<file path="config.mk">
export PLATFORM = sky130hd
export DESIGN_NAME = s3rb_issue_queue
export DESIGN_NICKNAME = d
export VERILOG_FILES = /design/src/rtl/s3rb_issue_queue.sv
export SDC_FILE = /design/constraint.sdc
export NUM_CORES = 1
export LEC_CHECK = 0
export CAP_MARGIN = 0
export CELL_PAD_IN_SITES_DETAIL_PLACEMENT = 1
export CELL_PAD_IN_SITES_GLOBAL_PLACEMENT = 1
export CORE_MARGIN = 3
export CORE_UTILIZATION = 50
export CTS_BUF_LIST = sky130_fd_sc_hd__clkbuf_8
export DETAILED_ROUTE_END_ITERATION = 10
export HOLD_SLACK_MARGIN = 0.03
export MAX_ROUTING_LAYER = met4
export PLACE_DENSITY_LB_ADDON = 0.12
export SYNTH_ARGS = -nofsm -noshare
export SYNTH_HDL_FRONTEND = slang
export SYNTH_SLANG_ARGS = --single-unit
</file>
<file path="constraint.sdc">
create_clock -name clk -period 6 [get_ports clk]
set_clock_uncertainty 0.2 [all_clocks]
set_input_delay 1.5 -clock clk [delete_from_list [all_inputs] [get_ports clk]]
set_output_delay 1.5 -clock clk [all_outputs]
set_load 0.05 [all_outputs]
</file>
<file path="src/rtl/s3rb_issue_queue.sv">
// s3rb_issue_queue: buffers 24-bit instructions and issues them one at a time to s3rb.
// Optional WAIT timeout/abort enabled by defining S3RB_ISSUE_TIMEOUT_EN.
module s3rb_issue_queue #(
  parameter int         DEPTH       = 4,
  parameter int         PTR_W       = 2,
  parameter logic [3:0] IDLE_OPCODE = 4'h0,
  parameter int         TIMEOUT     = 15
) (
  input  logic             clk,
  input  logic             rst,
  input  logic             in_valid,
  input  logic [23:0]      in_instr,
  output logic             in_ready,
  input  logic             done,
  output logic [3:0]       opcode,
  output logic [3:0]       operand1,
  output logic [15:0]      operand2,
  output logic             busy,
  output logic [PTR_W:0]   fifo_count,
  output logic [7:0]       retire_cnt,
  output logic             timeout_err
);

  localparam logic [1:0] S_IDLE  = 2'd0;
  localparam logic [1:0] S_ISSUE = 2'd1;
  localparam logic [1:0] S_WAIT  = 2'd2;

  localparam logic [PTR_W:0] CNT_FULL = (PTR_W+1)'(DEPTH);

  logic [23:0]      mem [DEPTH];
  logic [PTR_W-1:0] wr_ptr;
  logic [PTR_W-1:0] rd_ptr;
  logic [1:0]       state;

  logic push;
  logic pop;
  logic has_entry;
  logic retire;
  logic tmo;
  logic finish;

  assign in_ready  = (fifo_count < CNT_FULL);
  assign has_entry = (fifo_count != '0);
  assign push      = in_valid & in_ready;
  assign retire    = (state == S_WAIT) & done;
  assign finish    = retire | tmo;
  assign pop       = has_entry &
                     ((state == S_IDLE) |
                      ((state == S_WAIT) & finish));
  assign busy      = (state == S_ISSUE) |
                     (state == S_WAIT);

`ifdef S3RB_ISSUE_TIMEOUT_EN
  localparam int WC_W = $clog2(TIMEOUT + 1);
  localparam logic [WC_W-1:0] WC_LAST =
    WC_W'(TIMEOUT - 1);

  logic [WC_W-1:0] wcnt;

  assign tmo = (state == S_WAIT) & ~done &
               (wcnt == WC_LAST);

  // WAIT cycle counter, restarted while the op sits in ISSUE
  always_ff @(posedge clk) begin
    if (rst) begin
      wcnt <= '0;
    end else if (state == S_ISSUE) begin
      wcnt <= '0;
    end else if (state == S_WAIT) begin
      wcnt <= wcnt + WC_W'(1);
    end
  end

  // sticky abort flag, cleared only by reset
  always_ff @(posedge clk) begin
    if (rst) begin
      timeout_err <= 1'b0;
    end else if (tmo) begin
      timeout_err <= 1'b1;
    end
  end
`else
  assign tmo         = 1'b0;
  assign timeout_err = 1'b0;
`endif

  // storage array; contents are don't-care until written
  always_ff @(posedge clk) begin
    if (push) begin
      mem[wr_ptr] <= in_instr;
    end
  end

  // FIFO pointers and occupancy
  always_ff @(posedge clk) begin
    if (rst) begin
      wr_ptr     <= '0;
      rd_ptr     <= '0;
      fifo_count <= '0;
    end else begin
      if (push) begin
        wr_ptr <= wr_ptr + PTR_W'(1);
      end
      if (pop) begin
        rd_ptr <= rd_ptr + PTR_W'(1);
      end
      unique case ({push, pop})
        2'b10:   fifo_count <= fifo_count + (PTR_W+1)'(1);
        2'b01:   fifo_count <= fifo_count - (PTR_W+1)'(1);
        default: fifo_count <= fifo_count;
      endcase
    end
  end

  // issue FSM: ISSUE lasts one cycle so a stale done is never taken
  always_ff @(posedge clk) begin
    if (rst) begin
      state <= S_IDLE;
    end else begin
      unique case (state)
        S_IDLE: begin
          if (has_entry) begin
            state <= S_ISSUE;
          end
        end
        S_ISSUE: state <= S_WAIT;
        S_WAIT: begin
          if (finish) begin
            state <= has_entry ? S_ISSUE : S_IDLE;
          end
        end
        default: state <= S_IDLE;
      endcase
    end
  end

  // registered s3rb operands: load on pop, idle values when draining
  always_ff @(posedge clk) begin
    if (rst) begin
      opcode   <= IDLE_OPCODE;
      operand1 <= '0;
      operand2 <= '0;
    end else if (pop) begin
      opcode   <= mem[rd_ptr][23:20];
      operand1 <= mem[rd_ptr][19:16];
      operand2 <= mem[rd_ptr][15:0];
    end else if ((state == S_WAIT) & finish) begin
      opcode   <= IDLE_OPCODE;
      operand1 <= '0;
      operand2 <= '0;
    end
  end

  // retired-instruction counter, wraps naturally at 8 bits
  always_ff @(posedge clk) begin
    if (rst) begin
      retire_cnt <= '0;
    end else if (retire) begin
      retire_cnt <= retire_cnt + 8'd1;
    end
  end

endmodule

</file>
## After elaboration in Yosys (flattened, before gate mapping)

Memories as Yosys holds them, arrays and structs flattened. A register that Yosys moved wholly into a read port is not among the register bits.
Cells that the tools add are included.
W data, S select, Z words.

- RAM bits: 96
- Memories kept: 1
- Input bits: 28
- Bits in registers: 41
- Output and inout port bits: 38
- Word-level logic and storage cells: 46

- Add/sub/neg operators: 5
- Reductions and logical operators: 5
- Mux-type cells: 14
- Equal/unequal tests: 6
- Order comparisons: 1
- Bitwise logic cells: 6

Memory list:

| memory | depth | width | read ports | clocked after Yosys merged registers in | wr ports | line | source |
|---|---|---|---|---|---|---|---|
| mem | 4 | 24 | 1 | 1 | 1 | 30 | `logic [23:0] mem [DEPTH];` |

Operators with widths:

| kind | number |
|---|---|
| $mux W16 | 2 |
| $mux W4 | 3 |
| $add A8 B1 Y8 const B | 1 |
| $mux W2 | 4 |
| $pmux W2 S3 | 1 |
| $pmux W3 S2 | 1 |
| $add A2 B1 Y2 const B | 2 |
| $and A1 B1 Y1 | 4 |
| $eq A2 B1 Y1 const B | 2 |
| $eq A2 B2 Y1 const B | 2 |
| $ne A2 B2 Y1 const B | 2 |
| $reduce_bool A2 Y1 | 2 |
| $add A3 B1 Y3 const B | 1 |
| $lt A3 B3 Y1 const B | 1 |
| $mux W1 | 3 |
| $reduce_bool A3 Y1 | 1 |
| $sub A3 B1 Y3 const B | 1 |
| $logic_not A2 Y1 | 1 |
| $or A1 B1 Y1 | 2 |
| $reduce_and A2 Y1 | 1 |

## Longest topological paths before layout

Gate-level depths: netlist (run 1).

- Depth after elaboration: 7
- Gate-level depth with buffers: 11
- Mapped depth without buffers: 10

## Worst setup path after synthesis (run 1)

Ideal clock, no wire load.

- Kind: input port to flip-flop
- Start point: in in_valid
- End point: reg fifo_count[2]
- Path slack: 2594 ps
- Buffers on the path: 1
- Arrival time: 3135 ps
- Stages: 9
- Required time: 5730 ps
- Library setup time: 70 ps
- Cell sequence: and2b_2 clkbuf_1 inv_1 ha_1 inv_1 fa_1 xor2_1 or3_2 a21oi_1

- Longest elaborated chain between the ends: 3
- Elaborated cells on any way between the ends: 5
- Classes of those cells: 2 x eq/ne; 1 x mux; 1 x bitwise; 1 x reduce/logical

RTL lines:

| item | line | source |
|---|---|---|
| start, declared | 11 | `input logic in_valid,` |
| $and A1 B1 Y1 * | 44 | `assign push = in_valid & in_ready;` |
| $eq A2 B1 Y1 / $eq A2 B2 Y1 (equally long branches) | 107 | `unique case ({push, pop})` |
| $pmux W3 S2 / $reduce_bool A2 Y1 (equally long branches) | - |  |
| end signal, assigned | 108 | `2'b10: fifo_count <= fifo_count + (PTR_W+1)'(1);` |
| end signal, assigned | 109 | `2'b01: fifo_count <= fifo_count - (PTR_W+1)'(1);` |
| end signal, assigned | 110 | `default: fifo_count <= fifo_count;` |
| end, declared | 19 | `output logic [PTR_W:0] fifo_count,` |

Mark *: on every way between the ends. The rest lies on a longest branch, timed or not.
A chain may end at the register's enable or synchronous reset.

## Final worst setup path (run 1)

- Start point: reg state[0]
- End point: out busy

- Longest elaborated chain between the ends: 2
- Elaborated cells on any way between the ends: 3
- Classes of those cells: 2 x eq/ne; 1 x bitwise

RTL lines:

| item | line | source |
|---|---|---|
| start, declared | 33 | `logic [1:0] state;` |
| start signal, assigned | 129 | `state <= has_entry ? S_ISSUE : S_IDLE;` |
| $eq A2 B1 Y1 / $eq A2 B2 Y1 (equally long branches) | 50, 51 |  |
| $or A1 B1 Y1 * | 50 | `assign busy = (state == S_ISSUE) \|` |
| end, declared | 18 | `output logic busy,` |

Marks and branches as above.

==> results.sh, run 1 <==
export IMPL_cts_hold_repair_buffers=0
export IMPL_synthFlopType="edfxtp_1"
export IMPL_start_kind="flop"
export IMPL_hp_class="reg2reg"
export IMPL_netlist_instances=350
export IMPL_fp_coreArea_um2=10400
export IMPL_drc=0
export IMPL_synthTopCellsByArea="edfxtp_1 53%, dfxtp_1 16%, mux4_2 10%"
export IMPL_finalInstanceArea_um2=6560
export IMPL_post_cts_setup_buffers=0
export IMPL_worstMarginPinSlew_ns=1.18
export IMPL_first_pass_iters=4
export IMPL_fmax_mhz=271
export IMPL_crit_fanout=3
export IMPL_cp_data_arrival_time_ns=2.00
export IMPL_drv_slew=0
export IMPL_fin_crit_sh=0.616
export IMPL_max_vdd_ir_drop_v=0.000276
export IMPL_yosysSeqAreaShare=0.693
export IMPL_antenna_found_initial=0
export IMPL_grt_overflow=0
export IMPL_worstSkewPairLatency_ns=0.43
export IMPL_yosysWarnings=0
export IMPL_cp_required_ns=4.30
export IMPL_nets=453
export IMPL_final_hold_viol_count=0
export IMPL_drt_iter0_markers=197
export IMPL_ctsLongestPathBuffers=2
export IMPL_synth_top_cell_area_share=0.534
export IMPL_syn2layout_area_growth_pct=21.4
export IMPL_start_util=0.518
export IMPL_netlist_top_cells_count="96 x edfxtp_1, 51 x nand3_1, 43 x dfxtp_1, 36 x a21oi_1, 24 x mux4_2"
export IMPL_fin_util=0.629
export IMPL_synth_area_um2=5400
export IMPL_avgViaCountPerCell=5.63
export IMPL_clk_pin_slew_ns=0.07
export IMPL_synthArstFlopShare=0
export IMPL_synth_avg_cell_area_um2=15.4
export IMPL_antenna_left=0
export IMPL_io_pins=66
export IMPL_die_y_um=110
export IMPL_place_area_um2=6100
export IMPL_yosysUniqueCellTypes=35
export IMPL_vias=3171
export IMPL_final_setup_viol_count=0
export IMPL_muxShareOfSynthArea=0.106
export IMPL_synth_compound_area_share=0.0514
export IMPL_n_fill_cell=962
export IMPL_status="finished, final reports clean"
export IMPL_synth_most_common_cell="edfxtp_1"
export IMPL_cts_resized_gates=0
export IMPL_leakage_uw=0.00217
export IMPL_pre_cts_slack_ns=1.90
export IMPL_maxSlewHeadroom=0.213
export IMPL_period_minus_slack_ns=3.70
export IMPL_wire_per_inst_um=19.8
export IMPL_critical_path_class="reg2out"
export IMPL_fp_dieW_um=110
export IMPL_die_area_um2=12100
export IMPL_r2r_slack_ns=3.26
export IMPL_cts_tree="done"
export IMPL_grt_usage=0.210
export IMPL_cts_root_buffer="clkbuf_8"
export IMPL_rsz0062_at_grt="no"
export IMPL_rows=37
export IMPL_synth_fa_ha_area_frac=0.0269
export IMPL_synth_top_family_by_area="multiplexers"
export IMPL_synth_simple_area_share=0.0797
export IMPL_synth_top_area_cell="edfxtp_1"
export IMPL_place_hpwl_mm=6.97
export IMPL_grt_max_degree=46
export IMPL_fin_setup_tns_ns=0
export IMPL_grt_pass1_wl_mm=18.0
export IMPL_ys_seq_elements=139
export IMPL_htreeDepth=4
export IMPL_io_buffers=64
export IMPL_cap_violations=0
export IMPL_diodes=0
export IMPL_routed_wl_mm=11.2
export IMPL_synth_edff_count=96
export IMPL_cts_buffers=17
export IMPL_synth_fp_nets=389
export IMPL_p_per_area_nw_per_um2=504
export IMPL_synth_xor_area_frac=0.00811
export IMPL_gp_congestion=0.741
export IMPL_clock_sinks=139
export IMPL_drive_above_1_share=0.152
export IMPL_first_global_vias=3394
export IMPL_endpoint_kind="output pin"
export IMPL_fin_ws_ns=2.30
[registers in the layout, summed over array words and instances, names as in the netlist, named ones only]
register / flops
wr_ptr: 2
state: 2
operand2: 16
fifo_count: 3
opcode: 4
retire_cnt: 8
mem: 96
operand1: 4
rd_ptr: 2
[kinds of logic (layout without fill, tap and decap cells)]
| logic type | count (synthesis) | count (layout) |
|---|---|---|
| simple gates | 83 | 83 |
| xor+xnor | 5 | 5 |
| flops | 139 | 139 |
| fa+ha+maj | 11 | 11 |
| other cells | 1 | 1 |
| compound gates | 48 | 48 |
| buf+inv | 36 | 113 |
| mux | 27 | 27 |
[report_power, final]
| part | internal, uW | switching, uW |
|---|---|---|
| clock network | 501 | 340 |
| logic | 406 | 733 |
| registers | 1210 | 116 |
[worst paths after layout]
path / from / to / depth (start not counted)
worst min-delay path: operand2[12] / operand2[12] / 2
worst min register to register: operand2[12] / operand2[12] / 2
worst max-delay path: state[0] / busy / 3
worst max register to register: state[0] / fifo_count[2] / 10
[per-layer routing]
layer  GRT usage  vias to the layer above  part of all wire
met4      0.0837                        0            0.0095
li1            -                     1462                 -
met2       0.336                       61              0.52
met5           -                        -                 0
met3      0.0470                       12             0.036
met1       0.262                     1636              0.44
[worst max-delay path, cell delays in order (launching register included)]
cell	delay, ns
dfxtp_1	0.38
inv_1	0.09
ha_1	0.29
clkdlybuf4s50_1	0.80
[placed cells by master, fill, tap and decap left out, types with 2 or more instances in the layout]
cell type        count
clkbuf_8            18
nand2_1              3
a21oi_1             36
ha_1                10
inv_1               14
mux4_2              24
clkinv_4             2
or3_1                6
nor2_1               9
nand2b_1             2
bufinv_16            5
edfxtp_1            96
clkinv_2             4
nand4_1              2
nand3_1             51
clkdlybuf4s50_1     63
xor2_1               3
and2_1               4
mux2i_1              3
xnor2_1              2
buf_4                5
o21ai_0              6
o31ai_1              2
dfxtp_1             42
or4_1                2
[layout make-up]
type / instances / area [um2] / share of cell area
clock buffer: 18 / 248 / 0.0378
clock inverter: 14 / 203 / 0.0309
inverter: 12 / 45.0 / 0.00687
multi-input combinational: 175 / 1470 / 0.224
sequential: 139 / 3740 / 0.571
tap: 136 / 170 / 0.0260
timing repair buffer: 69 / 673 / 0.103
[metrics by stage]
stage               hold slack (ns)  total power [uW]  cells
floorplan                     0.282              2140    350
global placement              0.257              2450    531
detailed placement            0.261              2490    531
CTS                           0.272              3350    563
global route                  0.301              3480    563
finish                        0.267              3300    563
(Power assumes the default switching activity.)
==> inputs of run 2 (changes only) <==
- CORE_UTILIZATION: 50 -> 48
- clock period: 6 -> 3.5 ns (I/O delays scaled with it)
==> run 2 against run 1 <==
Power is 75% higher; sequential share of layout area decreased by 0.64 points; global-route usage decreased by 0.45 points; first-iteration DRC count down 4.6%; combinational power grew 75%; via count grew 0.95%; final cell count increased by 1.6%; count of clock-buffer cells in the layout rose by 1; critical path depth stayed put; wire length grew 4.8%; sequential cell count unchanged; die area up 3.9%; critical path type unchanged; largest cell class unchanged; highest routed layer unchanged.
==> results.sh, run 2 (synthesis gave the netlist of run 1 again) <==
export IMPL_die_y_um=112
export IMPL_max_vdd_ir_drop_v=0.000495
export IMPL_grt_max_degree=46
export IMPL_top_regs="mem (96), operand2 (16), retire_cnt (8)"
export IMPL_fp_coreArea_um2=10900
export IMPL_diodes=0
export IMPL_first_global_vias=3527
export IMPL_fp_dieW_um=112
export IMPL_cts_tree="done"
export IMPL_leakage_uw=0.00220
export IMPL_final_hold_viol_count=0
export IMPL_drc=0
export IMPL_grt_usage=0.206
export IMPL_worstSkewPairLatency_ns=0.43
export IMPL_io_pins=66
export IMPL_wire_per_inst_um=20.4
export IMPL_nets=458
export IMPL_clk_pin_slew_ns=0.07
export IMPL_fmax_mhz=329
export IMPL_drt_iter0_markers=188
export IMPL_die_area_um2=12600
export IMPL_maxSlewHeadroom=0.208
export IMPL_wl_met2_mm=6.21
export IMPL_drive_above_1_share=0.164
export IMPL_clock_sinks=139
export IMPL_grt_overflow=0
export IMPL_endpoint_kind="output pin"
export IMPL_largest_reg_flops=96
export IMPL_final_common_cell="edfxtp_1"
export IMPL_cts_buffers=17
export IMPL_crit_start="state[1]"
export IMPL_syn2layout_area_growth_pct=22.8
export IMPL_rsz0062_at_grt="no"
export IMPL_cts_root_buffer="clkbuf_8"
export IMPL_cts_hold_repair_buffers=0
export IMPL_period_minus_slack_ns=3.04
export IMPL_cp_required_ns=2.42
export IMPL_worstMarginPinSlew_ns=1.19
export IMPL_io_buffers=64
export IMPL_final_cell_mix="96 x edfxtp_1, 63 x clkdlybuf4s50_1, 51 x nand3_1"
export IMPL_gp_congestion=0.681
export IMPL_regMostFlops="mem"
export IMPL_status="finished, final reports clean"
export IMPL_start_kind="flop"
export IMPL_holdWs_ns=0.271
export IMPL_htreeDepth=4
export IMPL_cap_violations=0
export IMPL_top_layer="met4"
export IMPL_fin_crit_sh=0.870
export IMPL_antenna_left=0
export IMPL_worstHoldStart="operand2[8]"
export IMPL_n_fill_cell=1028
export IMPL_cp_data_arrival_time_ns=1.97
export IMPL_fin_util=0.606
export IMPL_drv_slew=0
export IMPL_regArea_um2=3740
export IMPL_ctsLongestPathBuffers=2
export IMPL_crit_fanout=4
export IMPL_first_pass_iters=4
export IMPL_p_per_area_nw_per_um2=874
export IMPL_place_hpwl_mm=6.98
export IMPL_cts_resized_gates=0
export IMPL_vias=3201
export IMPL_avgViaCountPerCell=5.60
export IMPL_wl_met1_mm=4.83
export IMPL_wl_met3_um=572
export IMPL_grt_pass1_wl_mm=19.0
export IMPL_r2r_start="state[0]"
export IMPL_antenna_found_initial=0
export IMPL_multi_input_area_um2=1470
export IMPL_hp_class="reg2reg"
export IMPL_rows=38
export IMPL_start_util=0.494
export IMPL_final_setup_viol_count=0
export IMPL_fin_setup_tns_ns=0
export IMPL_critical_path_class="reg2out"
export IMPL_post_cts_setup_buffers=0
export IMPL_routed_wl_mm=11.7
## run 2: cell count changes in the layout (fill, tap and decap cells not counted)
| cell | before | now |
|---|---|---|
| clkinv_1 | 0 | 1 |
| buf_4 | 5 | 10 |
| bufinv_16 | 5 | 6 |
| inv_1 | 14 | 12 |
| clkbuf_8 | 18 | 19 |
| clkinv_4 | 2 | 1 |
## run 2: cell type report
class	instances	share of cell area
timing repair buffer	74	0.107
sequential	139	0.565
inverter	12	0.00680
multi-input combinational	175	0.222
clock buffer	19	0.0394
clock inverter	13	0.0332
tap	140	0.0264
## run 2: final timing paths
| path | endpoint | slack, ns | cells past startpoint |
|---|---|---|---|
| setup / recovery | busy | 0.46 | 3 |
| hold / removal | operand2[8] | 0.27 | 2 |
| setup reg to reg | fifo_count[2] | 0.79 | 10 |
| hold reg to reg | operand2[8] | 0.27 | 2 |
## run 2: report_power, final
part           leakage [uW]  switching [uW]  internal (uW)
clock              0.000243             589            952
combinational      0.000724            1270            722
sequential          0.00123             195           2070
total               0.00220            2060           3740
## run 2: critical path, stage by stage, from the launching register on
cell and delay, ns:
dfxtp_1 0.39, inv_1 0.08, ha_1 0.28, clkdlybuf4s50_1 0.79
## run 2: routing by layer
layer,track usage,vias up
li1,-,1471
met1,0.248,1635
met2,0.345,90
met3,0.0523,5
met4,0.0633,0
met5,-,-
## run 2: metrics by stage
step           total power (uW)  cell area (um2)  instances  setup WS (ns)
2_1_floorplan              3680             5400        350          0.719
4_1_cts                    5870             6630        572          0.410
6_report                   5800             6630        572          0.457
3_3_place_gp               4240             6150        540          0.280
5_1_grt                    6100             6630        572          0.353
3_5_place_dp               4310             6150        540          0.212
